`src/rtl/sync_filter_multi.sv`:
```
// Multi-channel boundary conditioner: flop-chain synchroniser, debounce filter, registered edge pulses.
// Latency STAGES+FILTER_CYCLES edges; no backpressure, sample_en only pauses the filter.
module sync_filter_multi #(
  parameter int               WIDTH         = 8,
  parameter int               STAGES        = 2,
  parameter logic [WIDTH-1:0] RESET_VAL     = {WIDTH{1'b0}},
  parameter int               FILTER_CYCLES = 4
) (
  input  logic             clk,
  input  logic             rst,
  input  logic [WIDTH-1:0] async_in,
  input  logic             sample_en,
  output logic [WIDTH-1:0] sync_out,
  output logic [WIDTH-1:0] filt_out,
  output logic [WIDTH-1:0] rise_pulse,
  output logic [WIDTH-1:0] fall_pulse
);

  localparam int             CW       = $clog2(FILTER_CYCLES + 1);
  localparam logic [CW-1:0]  CNT_LAST = CW'(FILTER_CYCLES - 1);

  logic [WIDTH-1:0] sync_q [STAGES];
  logic [WIDTH-1:0] filt_q;
  logic [WIDTH-1:0] filt_nxt;
  logic [CW-1:0]    cnt_q   [WIDTH];
  logic [CW-1:0]    cnt_nxt [WIDTH];

  assign sync_out = sync_q[STAGES-1];
  assign filt_out = filt_q;

  always_ff @(posedge clk) begin
    if (rst) begin
      for (int s = 0; s < STAGES; s++) sync_q[s] <= RESET_VAL;
    end else begin
      sync_q[0] <= async_in;
      for (int s = 1; s < STAGES; s++) sync_q[s] <= sync_q[s-1];
    end
  end

  // A channel's count only runs while its synchronised level disagrees with filt_out.
  always_comb begin
    filt_nxt = filt_q;
    for (int i = 0; i < WIDTH; i++) begin
      cnt_nxt[i] = cnt_q[i];
      if (sync_out[i] == filt_q[i]) begin
        cnt_nxt[i] = '0;
      end else if (sample_en) begin
        if (cnt_q[i] == CNT_LAST) begin
          filt_nxt[i] = sync_out[i];
          cnt_nxt[i]  = '0;
        end else begin
          cnt_nxt[i] = cnt_q[i] + CW'(1);
        end
      end
    end
  end

  always_ff @(posedge clk) begin
    if (rst) begin
      filt_q     <= RESET_VAL;
      rise_pulse <= '0;
      fall_pulse <= '0;
      for (int i = 0; i < WIDTH; i++) cnt_q[i] <= '0;
    end else begin
      filt_q     <= filt_nxt;
      rise_pulse <= ~filt_q & filt_nxt;
      fall_pulse <= filt_q & ~filt_nxt;
      for (int i = 0; i < WIDTH; i++) cnt_q[i] <= cnt_nxt[i];
    end
  end

endmodule

```
`config.mk`:
```
export PLATFORM = sky130hd
export DESIGN_NAME = sync_filter_multi
export DESIGN_NICKNAME = d
export VERILOG_FILES = /design/src/rtl/sync_filter_multi.sv
export SDC_FILE = /design/constraint.sdc
export NUM_CORES = 1
export LEC_CHECK = 0
export BUFFER_PORTS_ARGS = -buffer_cell sky130_fd_sc_hd__buf_2
export CORE_MARGIN = 4
export CORE_UTILIZATION = 25
export CTS_CLUSTER_SIZE = 10
export DETAILED_ROUTE_END_ITERATION = 6
export GPL_ROUTABILITY_DRIVEN = 0
export PLACE_DENSITY = 0.54
export SLEW_MARGIN = 20
export SYNTH_ARGS = -nofsm -noshare
export SYNTH_HDL_FRONTEND = slang
export SYNTH_SLANG_ARGS = --single-unit
```
`constraint.sdc`:
```
create_clock -name clk -period 0.9 [get_ports clk]
set_input_delay 0.09 -clock clk [delete_from_list [all_inputs] [get_ports clk]]
set_output_delay 0.09 -clock clk [all_outputs]
set_load 0.005 [all_outputs]
```
==> PnR_summary.wiki <==
{| class="wikitable"
! Metric !! Value
|-
| Maximum number of pins on one net before global-route repair || 22
|-
| # IOs || 43
|-
| Post-detailed-route wirelength per cell || 11.4 µm
|-
| Max-cap violation count || 0
|-
| PwrDens || 1450 nW/µm²
|-
| Worst-path cell chain || buf_6 > buf_6
|-
| Share of layout cells above drive strength 1 || 59.8%
|-
| Least-Margin Pin Slew || 306 ps
|-
| Number of max-slew violations in the final report || 0
|-
| Number of nets in the finished design || 352
|-
| Clock slew at the register clock pins of the worst setup and hold paths || 70 ps
|-
| Via density per instance || 4.13
|-
| Endpoint class of the critical path || output port
|-
| Worst voltage drop across the vdd grid || 0.000603 V
|-
| Drc violations || 0
|-
| Final global-route overflow total || 0
|-
| Maximum buffer depth of the clock tree || 2
|-
| Count of antenna diodes in the layout || 0
|-
| Detailed placer's ending HPWL || 3520 µm
|-
| Gate count of the mapped netlist || 243
|-
| Final clock period utilization by the worst path || 109%
|-
| Type of origin of the critical path || flip-flop
|-
| Failing checks || setup timing
|-
| Number of CTS-inserted buffers || 9
|-
| Final total negative setup slack || -851 ps
|-
| Chip width || 107 µm
|-
| DIE AREA || 11500 µm²
|-
| Classification of the worst setup path || flip-flop to output port
|-
| Routed vias || 1943
|-
| Minimum period implied by the final worst setup slack || 979 ps
|-
| Port Buffer Count || 42
|-
| Final design area excluding fillers || 3990 µm²
|-
| Total nets after synthesis || 262
|-
| Via count of the first global-routing pass || 1890
|-
| First-iteration detailed-routing DRC count || 21
|-
| Master of the slowest instance on the critical path || sky130_fd_sc_hd__dfxtp_4
|-
| Slew HR || 79.6%
|-
| Sequential element share of the synthesized area || 51.8%
|-
| Post-layout utilization of the core || 41.2%
|-
| Total Power || 5.78 mW
|-
| Clock latency of the later-clocked register in the worst-skew pair || 330 ps
|-
| Height of the die || 107 µm
|-
| Post-Place Cell Area || 3100 µm²
|-
| Highest net fanout along the worst path || 4
|-
| Total of warnings raised by yosys || 0
|-
| Crit path top cell by count || sky130_fd_sc_hd__buf_6
|-
| Mean Syn Cell Area || 10.2 µm²
|-
| H-tree levels || 3
|-
| Outcome || finished, violations left
|-
| Path category of the worst min-delay check || primary input to flip-flop
|-
| Mapped Area || 2470 µm²
|-
| Fmax || 1020 MHz
|-
| Synth-to-Final Area Change || 61.4%
|-
| CTS tree || built
|-
| Number of rows in the core area || 36
|-
| Count of final hold-check violations || 0
|-
| DRT Wirelength || 5370 µm
|-
| Post-route clock skew || 5.18 ps
|-
| RSZ-0062 raised after global routing || true
|-
| Residual antenna-violating net count after detailed routing || 0
|-
| Post-route setup slack || -79.4 ps
|-
| 1st-pass router iterations || 4
|-
| Filler cells || 912
|-
| Required time of the worst setup path || 810 ps
|-
| Unique masters post-synth || 21
|-
| Delay of the slowest critical-path stage || 350 ps
|-
| Number of antenna violations at the first check in global routing || 0
|-
| Initial core utilization || 25.5%
|-
| Critical Path AT || 890 ps
|-
| Clock tree root buffer cell || sky130_fd_sc_hd__clkbuf_8
|-
| Flop and latch count out of synthesis || 64
|-
| Standby leakage power || 1.51 nW
|-
| Global-route wire length before repair || 8720 µm
|-
| Total Routing Usage GR || 9.58%
|-
| Sinks on the clock net || 64
|-
| Placeable Area || 9680 µm²
|-
| Final hold slack || 132 ps
|-
| Count of final setup violators || 26
|}
state kept, by name, summed over array words and instances, names as in the netlist:
signal,cells
cnt_q,24
fall_pulse,8
filt_out,8
rise_pulse,8
sync_q,16
synth_stat cells (all sizes together):
library cell,count,area (µm²)
a211oi,4,30.0
a21o,8,60.1
a21oi,16,80.1
buf,16,118
clkbuf,2,7.51
dfxtp,64,1280
ha,8,100
inv,4,15.0
mux2i,8,80.1
nand2,8,30.0
nand2b,37,231
nand3,4,20.0
nand3b,12,90.1
nand4b,4,35.0
nor2,12,45.0
nor2b,16,100
nor3,16,130
o21ai,4,20.0
through the flow:
| stage | setup WS (ps) | cells |
|---|---|---|
| detailed placement | -135 | 430 |
| global placement | -124 | 430 |
| global route | -122 | 471 |
| finish | -79.4 | 471 |
| floorplan | -7.69 | 243 |
| CTS | -105 | 465 |
path summary, 6_finish.rpt:
path | start | end | slack, ps | depth (start not counted)
worst max-delay path | sync_q[0][14]$_SDFF_PP0_ | sync_out[6] | -80 | 2
worst min-delay path | rst | filt_out[5]$_SDFF_PP0_ | 130 | 3
worst max register to register | cnt_q[1][0]$_SDFFE_PP0P_ | filt_out[4]$_SDFF_PP0_ | -60 | 4
worst min register to register | sync_q[0][7]$_SDFF_PP0_ | sync_q[0][15]$_SDFF_PP0_ | 440 | 1
cell type report:
type | count | area, µm² | area share (%)
Tap cell | 133 | 166 | 4.17
Timing Repair Buffer | 97 | 817 | 20.5
Sequential cell | 64 | 1350 | 33.8
Clock inverter | 5 | 55.1 | 1.38
Clock buffer | 11 | 151 | 3.79
Multi-Input combinational cell | 157 | 1440 | 36.0
Inverter | 4 | 15.0 | 0.376
critical path: cells and delay by family, from the launching register on:
family / cells / cell delay, ps
flip-flops: 1 / 350
buffers and inverters: 2 / 210
where the power goes:
group          switching, mW  leakage [nW]  internal, mW
sequential            0.0287         0.538          2.85
clock                   1.09         0.101          1.42
combinational          0.163         0.875         0.230
kinds of logic (layout without fill, tap and decap cells):
family          Yosys count  in the layout  share of synthesized area (%)
buf+inv                  22            117                           5.66
simple gates            109            109                           27.6
flops                    64             64                           51.8
mux                       8              8                           3.24
fa+ha+maj                 8              8                           4.05
compound gates           32             32                           7.69
timing repair:
item / 4_1_cts / 5_1_grt
setup buffers: 11 / 6
endpoints found under the hold margin: 8 / 0
pin swaps: 18 / 26
hold buffers: 8 / 0
resized for setup: 71 / 42
setup endpoints to repair: 49 / 56
gates cloned: 0 / 0
layout by cell type, fill, tap and decap left out:
| cell | synthesis | layout |
|---|---|---|
| sky130_fd_sc_hd__nor3_4 | 0 | 1 |
| sky130_fd_sc_hd__buf_4 | 10 | 32 |
| sky130_fd_sc_hd__nor2b_1 | 16 | 16 |
| sky130_fd_sc_hd__nand2_2 | 0 | 1 |
| sky130_fd_sc_hd__bufinv_16 | 0 | 1 |
| sky130_fd_sc_hd__nand2b_1 | 37 | 15 |
| sky130_fd_sc_hd__nand2b_4 | 0 | 22 |
| sky130_fd_sc_hd__dlygate4sd3_1 | 0 | 8 |
| sky130_fd_sc_hd__clkinvlp_4 | 0 | 2 |
| sky130_fd_sc_hd__dfxtp_2 | 0 | 22 |
| sky130_fd_sc_hd__a21oi_2 | 0 | 9 |
| sky130_fd_sc_hd__nand3b_1 | 12 | 12 |
| sky130_fd_sc_hd__a21o_1 | 8 | 7 |
| sky130_fd_sc_hd__a21oi_1 | 16 | 7 |
| sky130_fd_sc_hd__dfxtp_4 | 0 | 11 |
| sky130_fd_sc_hd__nand3_2 | 0 | 1 |
| sky130_fd_sc_hd__ha_4 | 0 | 8 |
| sky130_fd_sc_hd__nand4b_1 | 4 | 4 |
| sky130_fd_sc_hd__o21ai_2 | 0 | 3 |
| sky130_fd_sc_hd__clkbuf_8 | 0 | 11 |
| sky130_fd_sc_hd__buf_2 | 4 | 26 |
| sky130_fd_sc_hd__clkinv_2 | 0 | 2 |
| sky130_fd_sc_hd__dfxtp_1 | 64 | 31 |
| sky130_fd_sc_hd__nand2_4 | 0 | 3 |
| sky130_fd_sc_hd__nand2_1 | 8 | 4 |
| sky130_fd_sc_hd__inv_1 | 4 | 4 |
| sky130_fd_sc_hd__mux2i_1 | 8 | 8 |
| sky130_fd_sc_hd__nor2_1 | 12 | 12 |
| sky130_fd_sc_hd__a211oi_2 | 0 | 4 |
| sky130_fd_sc_hd__nand3_1 | 4 | 3 |
| sky130_fd_sc_hd__o21ai_1 | 0 | 1 |
| sky130_fd_sc_hd__nor3_1 | 6 | 4 |
| sky130_fd_sc_hd__a21o_4 | 0 | 1 |
| sky130_fd_sc_hd__nor3_2 | 10 | 11 |
| sky130_fd_sc_hd__buf_12 | 0 | 2 |
| sky130_fd_sc_hd__buf_6 | 2 | 29 |
metal layers:
| metal | share of wire (%) | wire [µm] | GRT usage [%] | up-vias |
|---|---|---|---|---|
| li1 | - | - | - | 993 |
| met1 | 42 | 2270 | 10.7 | 909 |
| met2 | 51 | 2730 | 16.3 | 29 |
| met3 | 4.5 | 241 | 3.12 | 12 |
| met4 | 2.3 | 123 | 4.87 | 0 |
| met5 | 0 | 0 | 0 | - |
Power figures use the tool's default switching activity.
